[src/rtl/fade_pkg.sv]
// rtl/fade_pkg.sv - shared types and helpers for the multi-channel fade PWM
//
// Purpose: channel FSM state encoding and the per-channel phase-offset rule.
// Ports:   none (package).
// Config:  FADE_DWELL_EN selects whether HOLD_HI/HOLD_LO are ever entered;
//          the enum always carries all four states.
package fade_pkg;

  typedef enum logic [1:0] {
    RISE    = 2'd0,
    FALL    = 2'd1,
    HOLD_HI = 2'd2,
    HOLD_LO = 2'd3
  } fade_state_t;

  // Position of channel ch within a 2*steps-long triangle, spreading the
  // channels evenly around one full up/down cycle.
  function automatic int phase_offset(input int ch, input int steps, input int num_ch);
    return (ch * 2 * steps) / num_ch;
  endfunction

endpackage

[src/rtl/fade_channel.sv]
// rtl/fade_channel.sv - one fade channel: ramp FSM, level, dwell, shadow duty, compare
//
// Purpose: ramps a brightness level up and down one step per step_tick and
//          turns it into a PWM waveform against the shared period counter.
// Ports:   clk, rst (sync, active high)
//          step_tick  - advance the ramp by one step this cycle
//          period_end - shared PWM counter is at its last count
//          pwm_cnt    - shared PWM counter value
//          pwm_value  - registered duty (level * STEP_VAL)
//          pwm_out    - registered PWM waveform
// Config:  FADE_DWELL_EN adds HOLD_HI/HOLD_LO and the dwell counter.
module fade_channel
  import fade_pkg::*;
#(
  parameter int CH_IDX       = 0,
  parameter int NUM_CH       = 3,
  parameter int STEPS        = 200,
  parameter int DWELL_STEPS  = 50,
  parameter int STEP_VAL     = 6,
  parameter int VW           = 11
) (
  input  logic          clk,
  input  logic          rst,
  input  logic          step_tick,
  input  logic          period_end,
  input  logic [VW-1:0] pwm_cnt,
  output logic [VW-1:0] pwm_value,
  output logic          pwm_out
);

  localparam int LW       = $clog2(STEPS + 1);
  localparam int PH       = phase_offset(CH_IDX, STEPS, NUM_CH);
  localparam int INIT_LVL = (PH < STEPS) ? PH : (2 * STEPS - PH);
  localparam fade_state_t INIT_STATE = (PH < STEPS) ? RISE : FALL;
  localparam logic [LW-1:0] INIT_LEVEL = LW'(INIT_LVL);
  localparam logic [LW-1:0] TOP_M1     = LW'(STEPS - 1);
  localparam logic [LW-1:0] LEVEL_ONE  = LW'(1);

  fade_state_t   state_q, state_d;
  logic [LW-1:0] level_q, level_d;
  logic [VW-1:0] pwm_value_q, pwm_value_d;
  logic [VW-1:0] shadow_q, shadow_d;
  logic          pwm_out_q, pwm_out_d;

`ifdef FADE_DWELL_EN
  localparam int DWW = (DWELL_STEPS > 1) ? $clog2(DWELL_STEPS) : 1;
  localparam logic [DWW-1:0] DWELL_LAST = DWW'(DWELL_STEPS - 1);
  logic [DWW-1:0] dwell_q, dwell_d;
`endif

  always_comb begin
    state_d = state_q;
    level_d = level_q;
`ifdef FADE_DWELL_EN
    dwell_d = dwell_q;
`endif
    if (rst) begin
      state_d = INIT_STATE;
      level_d = INIT_LEVEL;
`ifdef FADE_DWELL_EN
      dwell_d = '0;
`endif
    end else if (step_tick) begin
      case (state_q)
        RISE: begin
          level_d = level_q + LEVEL_ONE;
          // Transition decided on the step that lands on the peak.
          if (level_q == TOP_M1) begin
`ifdef FADE_DWELL_EN
            state_d = HOLD_HI;
`else
            state_d = FALL;
`endif
          end
        end
        FALL: begin
          level_d = level_q - LEVEL_ONE;
          if (level_q == LEVEL_ONE) begin
`ifdef FADE_DWELL_EN
            state_d = HOLD_LO;
`else
            state_d = RISE;
`endif
          end
        end
`ifdef FADE_DWELL_EN
        HOLD_HI: begin
          if (dwell_q == DWELL_LAST) begin
            dwell_d = '0;
            state_d = FALL;
          end else begin
            dwell_d = dwell_q + 1'b1;
          end
        end
        HOLD_LO: begin
          if (dwell_q == DWELL_LAST) begin
            dwell_d = '0;
            state_d = RISE;
          end else begin
            dwell_d = dwell_q + 1'b1;
          end
        end
`endif
        default: state_d = RISE;
      endcase
    end
  end

  // Duty follows the level one cycle later; the shadow copy only moves at
  // the period boundary so a period never sees a mid-period duty change.
  always_comb begin
    pwm_value_d = VW'(int'(level_q) * STEP_VAL);
    shadow_d    = shadow_q;
    pwm_out_d   = 1'b0;
    if (rst) begin
      shadow_d = '0;
    end else begin
      if (period_end) shadow_d = pwm_value_q;
      pwm_out_d = (pwm_cnt < shadow_q);
    end
  end

  always_ff @(posedge clk) begin
    state_q     <= state_d;
    level_q     <= level_d;
    pwm_value_q <= pwm_value_d;
    shadow_q    <= shadow_d;
    pwm_out_q   <= pwm_out_d;
`ifdef FADE_DWELL_EN
    dwell_q     <= dwell_d;
`endif
  end

  assign pwm_value = pwm_value_q;
  assign pwm_out   = pwm_out_q;

endmodule

[src/rtl/fade_pwm_multi.sv]
// rtl/fade_pwm_multi.sv - multi-channel triangle fade driving PWM outputs
//
// Purpose: owns the shared step and PWM counters and instantiates one
//          fade_channel per output.
// Ports:   clk, rst (sync, active high), en (step advance enable)
//          pwm_value    - NUM_CH packed duties, channel i at [i*VW +: VW]
//          pwm_out      - NUM_CH PWM waveforms
//          step_tick    - one-cycle pulse per brightness step
//          period_start - one-cycle pulse when the PWM counter is 0
// Config:  define FADE_DWELL_EN to hold DWELL_STEPS steps at peak and trough.
module fade_pwm_multi
  import fade_pkg::*;
#(
  parameter int NUM_CH        = 3,
  parameter int PWM_INTERVAL  = 1200,
  parameter int STEP_INTERVAL = 12000,
  parameter int STEPS         = 200,
  parameter int DWELL_STEPS   = 50,
  localparam int STEP_VAL     = PWM_INTERVAL / STEPS,
  localparam int VW           = $clog2(PWM_INTERVAL + 1)
) (
  input  logic                 clk,
  input  logic                 rst,
  input  logic                 en,
  output logic [NUM_CH*VW-1:0] pwm_value,
  output logic [NUM_CH-1:0]    pwm_out,
  output logic                 step_tick,
  output logic                 period_start
);

  localparam int SW = (STEP_INTERVAL > 1) ? $clog2(STEP_INTERVAL) : 1;
  localparam logic [SW-1:0] STEP_LAST = SW'(STEP_INTERVAL - 1);
  localparam logic [VW-1:0] PWM_LAST  = VW'(PWM_INTERVAL - 1);

  if (STEPS < 2 || STEPS > PWM_INTERVAL) begin : g_bad_steps
    $error("fade_pwm_multi: STEPS out of range");
  end
  if (DWELL_STEPS < 1 || NUM_CH < 1) begin : g_bad_cfg
    $error("fade_pwm_multi: DWELL_STEPS and NUM_CH must be >= 1");
  end

  logic [SW-1:0] step_cnt_q, step_cnt_d;
  logic [VW-1:0] pwm_cnt_q, pwm_cnt_d;
  logic          step_tick_q, step_tick_d;
  logic          period_start_q, period_start_d;
  logic          period_end;

  assign period_end = (pwm_cnt_q == PWM_LAST);

  always_comb begin
    step_cnt_d     = step_cnt_q;
    pwm_cnt_d      = pwm_cnt_q;
    step_tick_d    = 1'b0;
    period_start_d = 1'b0;
    if (rst) begin
      step_cnt_d = '0;
      pwm_cnt_d  = '0;
    end else begin
      if (en) begin
        step_cnt_d  = (step_cnt_q == STEP_LAST) ? '0 : step_cnt_q + 1'b1;
        step_tick_d = (step_cnt_q == STEP_LAST);
      end
      pwm_cnt_d      = period_end ? '0 : pwm_cnt_q + 1'b1;
      // Registered so the pulse lines up with the cycle the counter reads 0.
      period_start_d = period_end;
    end
  end

  always_ff @(posedge clk) begin
    step_cnt_q     <= step_cnt_d;
    pwm_cnt_q      <= pwm_cnt_d;
    step_tick_q    <= step_tick_d;
    period_start_q <= period_start_d;
  end

  assign step_tick    = step_tick_q;
  assign period_start = period_start_q;

  for (genvar g = 0; g < NUM_CH; g++) begin : g_ch
    fade_channel #(
      .CH_IDX      (g),
      .NUM_CH      (NUM_CH),
      .STEPS       (STEPS),
      .DWELL_STEPS (DWELL_STEPS),
      .STEP_VAL    (STEP_VAL),
      .VW          (VW)
    ) u_ch (
      .clk        (clk),
      .rst        (rst),
      .step_tick  (step_tick_q),
      .period_end (period_end),
      .pwm_cnt    (pwm_cnt_q),
      .pwm_value  (pwm_value[g*VW +: VW]),
      .pwm_out    (pwm_out[g])
    );
  end

endmodule

[config.mk]
export PLATFORM = sky130hd
export DESIGN_NAME = fade_pwm_multi
export DESIGN_NICKNAME = d
export VERILOG_FILES = /design/src/rtl/fade_pkg.sv /design/src/rtl/fade_channel.sv /design/src/rtl/fade_pwm_multi.sv
export SDC_FILE = /design/constraint.sdc
export NUM_CORES = 1
export LEC_CHECK = 0
export ABC_AREA = 1
export CORE_ASPECT_RATIO = 0.9
export CORE_MARGIN = 2
export CORE_UTILIZATION = 45
export DETAILED_ROUTE_END_ITERATION = 12
export GPL_TIMING_DRIVEN = 0
export PLACE_DENSITY = 0.71
export SLEW_MARGIN = 20
export SYNTH_ARGS = -nofsm -noshare
export SYNTH_HDL_FRONTEND = slang
export SYNTH_HIERARCHICAL = 1
export SYNTH_SLANG_ARGS = --single-unit
[constraint.sdc]
create_clock -name clk -period 3.55 [get_ports clk]
set_input_delay 0.71 -clock clk [delete_from_list [all_inputs] [get_ports clk]]
set_output_delay 0.71 -clock clk [all_outputs]
set_load 0.03 [all_outputs]
======== After elaboration in Yosys (flattened, before gate mapping) ========
Cells that the tools add are included.
operators by class
  add/sub/neg operators ................... 8
  multiply operators ...................... 3
  $lt $le $gt $ge ......................... 3
  eq/ne operators ......................... 17
  muxes and demuxes ....................... 13
  bitwise operators ....................... 1
  reduce and logical (&&, ||, !) cells .... 14
operators with widths
  kind                   number
  $pmux 8 s2             3
  $lt 11x11->1           3
  $mul 8x2->10 const B   3
  $add 8x1->8 const B    3
  $eq 8x1->1 const B     3
  $eq 8x8->1 const B     3
  $sub 8x1->8 const B    3
  $add 14x1->14 const B  1
  $eq 14x14->1 const B   1
  $mux 14                1
  $mux 2                 6
  $ne 2x1->1 const B     6
  $pmux 2 s2             3
  $add 11x1->11 const B  1
  $eq 11x11->1 const B   1
  $reduce_and 3->1       3
  $eq 2x1->1 const B     3
  $logic_not 2->1        3
  $reduce_and 2->1       3
  $reduce_bool 2->1      3
  $reduce_or 2->1        2
  $not 1->1              1
storage, ports and cells
  register bits ........................... 120
  output and inout port bits .............. 38
  logic and storage cells ................. 78

======== Logic depth before layout (Yosys ltp) ========
  depth in word-level cells ............... 3
  mapped depth ............................ 9
  mapped depth without buffers ............ 9

======== Cells and area by module ========
Netlist, hierarchy kept.
by module, submodules not included
  module                       instances  cells each  area each (µm²)
  fade_channel (g_ch[0].u_ch)  1          249         1865.5
  fade_channel (g_ch[1].u_ch)  1          251         1865.5
  fade_channel (g_ch[2].u_ch)  1          248         1838.0
  fade_pwm_multi               1          189         1348.8

======== Least setup slack after synthesis ========
OpenSTA, ideal clock, no wires.
  kind .................................... reg-to-reg
  start point ............................. reg pwm_cnt_q[0]
  end point ............................... reg g_ch[1].u_ch.shadow_q[1]
  library setup time ...................... 0.133 ns
  arrival time ............................ 1.538 ns
  slack ................................... 1.879 ns
  cell stages (with the launch flop) ...... 10
  buffers on the path ..................... 1
  period minus slack after synthesis ...... 1.671 ns
  path through ............................ dfxtp_1 ha_1 nand3_2 nor2_4 nand4_4 inv_1 inv_1 clkbuf_1 o21ai_0 a21oi_1
on the way
  longest elaborated chain between the ends .. 1
ends and longest elaborated chain
  what                    RTL line              source
  from (decl)             fade_pwm_multi.sv:43  logic [VW-1:0] pwm_cnt_q, pwm_cnt_d;
  from (signal assigned)  fade_pwm_multi.sv:71  pwm_cnt_q <= pwm_cnt_d;
  $eq 11x11->1            fade_pwm_multi.sv:48  assign period_end = (pwm_cnt_q == PWM_LAST);
  via period_end          fade_pwm_multi.sv:46  logic period_end;
  to (signal assigned)    fade_channel.sv:127   shadow_q <= shadow_d;
  to (decl)               fade_channel.sv:42    logic [VW-1:0] shadow_q, shadow_d;
The timed path passes the listed nets, and every way through them passes these cells.
A chain may end at the register's enable or synchronous reset.

======== Worst setup path after layout ========
  start point ............................. reg step_tick_q (netlist: step_tick)
  end point ............................... out step_tick
RTL lines
  what                    RTL line              source
  from (decl)             fade_pwm_multi.sv:44  logic step_tick_q, step_tick_d;
  from (signal assigned)  fade_pwm_multi.sv:72  step_tick_q <= step_tick_d;
  to (decl)               fade_pwm_multi.sv:27  output logic step_tick,
No word-level cell between the ends.

==> run metrics <==
post-route ant nets=0; initial antenna violation count=0; RSZ-0062 raised after global routing=no; DR pass1 iterations=5; total internal power=2.50 mW; layout cells sized above 1=7.66%; syn avg cell area=7.38 µm²; pwr dens=392 mW/mm²; setup TNS after final layout=0 ns; M2 GR Usage=29.8%; Syn-to-layout area delta=17.7%; critical path's slowest cell=dfxtp_1; reg2reg start=pwm_cnt_q[1]; synth top area cells=dfxtp_1 34%, ha_1 17%, nand2_1 10%; Min-Delay Endpoint=g_ch[2].u_ch/pwm_value[1]; GRT Residual Overflow=0; Hold Path Depth=0; P_sw=0.690 mW; DR iter-0 viols=264; final period utilization=83.5%; grt met3 use=4.70%; EDFF count, synth=0; final hold viol count=0; length in cells of the worst reg-to-reg path=9; M1 GR Usage=25.9%; # diodes=0; top-area cell type share of the netlist area=33.9%; Die Y=122 µm; Combinational Power Share=2.2%; Leakage Power=3.79 nW; Slew Limit Fails=0; CP Cell Sequence=clkdlybuf4s50_1; Clock power frac=56.2%; FF+latch count, synth=117; CP top delay family=flip-flops; register area share after synthesis=33.9%; Num CTS Buffers=17; vias in the first global route=5126; CP Launch Type=register; total number of vias=5817; Worst slew margin=31.4%; Max Cap Viol=0; PortBufs=36; Sink Count=117; final setup fails=0; Skew-Pair Late Insertion Delay=0.42 ns; DRT Wirelength=15.0 mm; Pwr Total=3.19 mW; flop2flop setup slack=1.42 ns; layer with the highest usage=met2; count of cell types in the netlist=40; post-CTS setup repair buffer count=0; Final Net Count=1091; H-tree depth=4; Root Buffer=clkbuf_16; Post-Syn Nets=1036; Overall Global Routing Usage=19.0%; clock buffer depth=2; first-pass GRT wire length=24.5 mm; Critical Path End Type=output port; max incr delay on CP=0.99 ns; hold buffer count at cts=0; core area=0.0149 mm²; Placer Congestion=0.897; clock-pin slew on the worst setup and hold paths=0.06 ns; hold path start=g_ch[2].u_ch/level_q[0]; HP Class=register to register; post-synth top area cell=dfxtp_1; cell count after synthesis=937; post-route minimum period=2.96 ns; Crit. Startpoint=step_tick; dpl hpwl=10.8 mm; Fmax=0.337 GHz; vias per inst=4.84; Cell Area, Synth=0.00692 mm²; routed length per instance=12.4 µm; Die Wd=135 µm; DRC Markers=0; status=finished, final reports clean; r2r endpoint=g_ch[1].u_ch/shadow_q[8]; Starting Density=46.5%; Switching Fraction=21.6%; CP required=2.84 ns; largest net degree at the start of global routing=19; critical path peak fanout=17; worst-margin pin slew=1.03 ns; Critical Path AT=2.25 ns; Clock Skew=0.00647 ns; ys flop type=dfxtp_1; I/O pin count=41; buffers plus inverters on the worst setup path=1; yosys warns=6; peak supply drop=0.374 mV; DIE AREA=0.0164 mm²; Crit Path Class=register to output port; Resized cells post-CTS=0; # rows=42; Seq pwr share=41.7%; Async SR Flop Fraction=0%; TritonCTS clock tree=built
## kinds of logic (layout without fill, tap and decap cells)
logic type | Yosys count | in the layout | synth area share, %
XOR/XNOR | 16 | 16 | 2.03
multiplexers | 1 | 1 | 0.145
buffers and inverters | 166 | 234 | 9.86
adder cells (fa/ha/maj) | 96 | 96 | 17.7
AO/OA/AOI/OAI | 139 | 139 | 10.4
flip-flops | 117 | 117 | 33.9
other | 3 | 3 | 0.163
AND/OR/NAND/NOR | 399 | 399 | 25.8
## cells in the mapped netlist, types with 4 or more instances
library cell / number
nand2_1: 185
inv_1: 144
dfxtp_1: 117
nor2_1: 96
ha_1: 93
a21oi_1: 75
nand3_1: 56
o21ai_0: 49
nand4_1: 17
nor3_1: 11
xor2_1: 11
nand3_2: 6
nor2_2: 6
nand2_2: 5
nor2_4: 5
o21ai_1: 5
xnor2_1: 5
a21boi_0: 4
buf_4: 4
buf_6: 4
clkbuf_1: 4
inv_2: 4
## metrics by stage
step | hold WS (ns) | worst slack, ns | area (µm²) | util [%] | std cells
final | 0.432 | 0.586 | 8150 | 54.8 | 1203
after global routing | 0.452 | 0.576 | 8150 | 54.8 | 1203
after CTS | 0.431 | 0.596 | 8150 | 54.8 | 1203
after detailed placement | 0.426 | 0.853 | 7530 | 50.6 | 1171
after global placement | 0.420 | 0.876 | 7530 | 50.6 | 1171
after floorplan | 0.395 | 1.88 | 6920 | - | 937
## sequential cells by signal, summed over array words and instances, names as in the netlist
register / cells
g_ch.u_ch/pwm_out: 3
g_ch.u_ch/state_q: 3
step_tick: 1
step_cnt_q: 14
g_ch.u_ch/shadow_q: 30
g_ch.u_ch/level_q: 24
pwm_cnt_q: 11
period_start: 1
g_ch.u_ch/pwm_value: 30
## layer usage
metal  share of wire (%)  vias to the layer above
met5                   0                        -
met4                 1.1                        0
met3                 3.8                       17
met2                  45                       94
met1                  50                     2604
li1                    -                     3102
## worst max path at each step
| stage | endpoint | slack, ns | depth (start not counted) |
|---|---|---|---|
| 6_report | step_tick | 0.59 | 1 |
| 5_1_grt | step_tick | 0.58 | 1 |
| 4_1_cts | step_tick | 0.60 | 1 |
| 3_5_place_dp | g_ch[0].u_ch/shadow_q[9] | 0.85 | 5 |
| 3_3_place_gp | g_ch[0].u_ch/shadow_q[8] | 0.88 | 5 |
| 2_1_floorplan | g_ch[1].u_ch/shadow_q[1] | 1.88 | 9 |
## placed cells by master, fill, tap and decap left out, types with 6 or more instances in the layout
master           instances
nand2_1                185
inv_1                  144
dfxtp_1                117
nor2_1                  96
ha_1                    93
a21oi_1                 75
nand3_1                 56
o21ai_0                 49
clkdlybuf4s50_1         36
nand4_1                 17
clkbuf_16               17
nor3_1                  11
xor2_1                  11
nand3_2                  6
nor2_2                   6
## worst reg2reg max path, cell delays in order, from the launching register on
cell	delay (ns)
dfxtp_1	0.45
ha_1	0.25
nand3_2	0.15
nor2_4	0.16
nand4_4	0.14
inv_1	0.22
inv_1	0.08
clkbuf_1	0.20
o21ai_0	0.28
a21oi_1	0.06
## area by class of cell
class / instances / area [µm²]
Clock inverter: 12 / 153
Multi-Input combinational cell: 654 / 3890
Inverter: 151 / 577
Tap cell: 198 / 248
Sequential cell: 117 / 2340
Buffer: 15 / 105
Fill cell: 1406 / 6730
Clock buffer: 20 / 467
Timing Repair Buffer: 36 / 360
## power by group through the flow
stage / combinational, mW / clock, mW / sequential [mW]
after floorplan: 0.0472 / 0 / 1.36
after global placement: 0.0675 / 0 / 1.36
after detailed placement: 0.0691 / 0 / 1.36
after CTS: 0.0698 / 1.82 / 1.33
after global routing: 0.0786 / 1.89 / 1.33
final: 0.0693 / 1.79 / 1.33
Note: power is estimated with default switching activity, not from simulation.
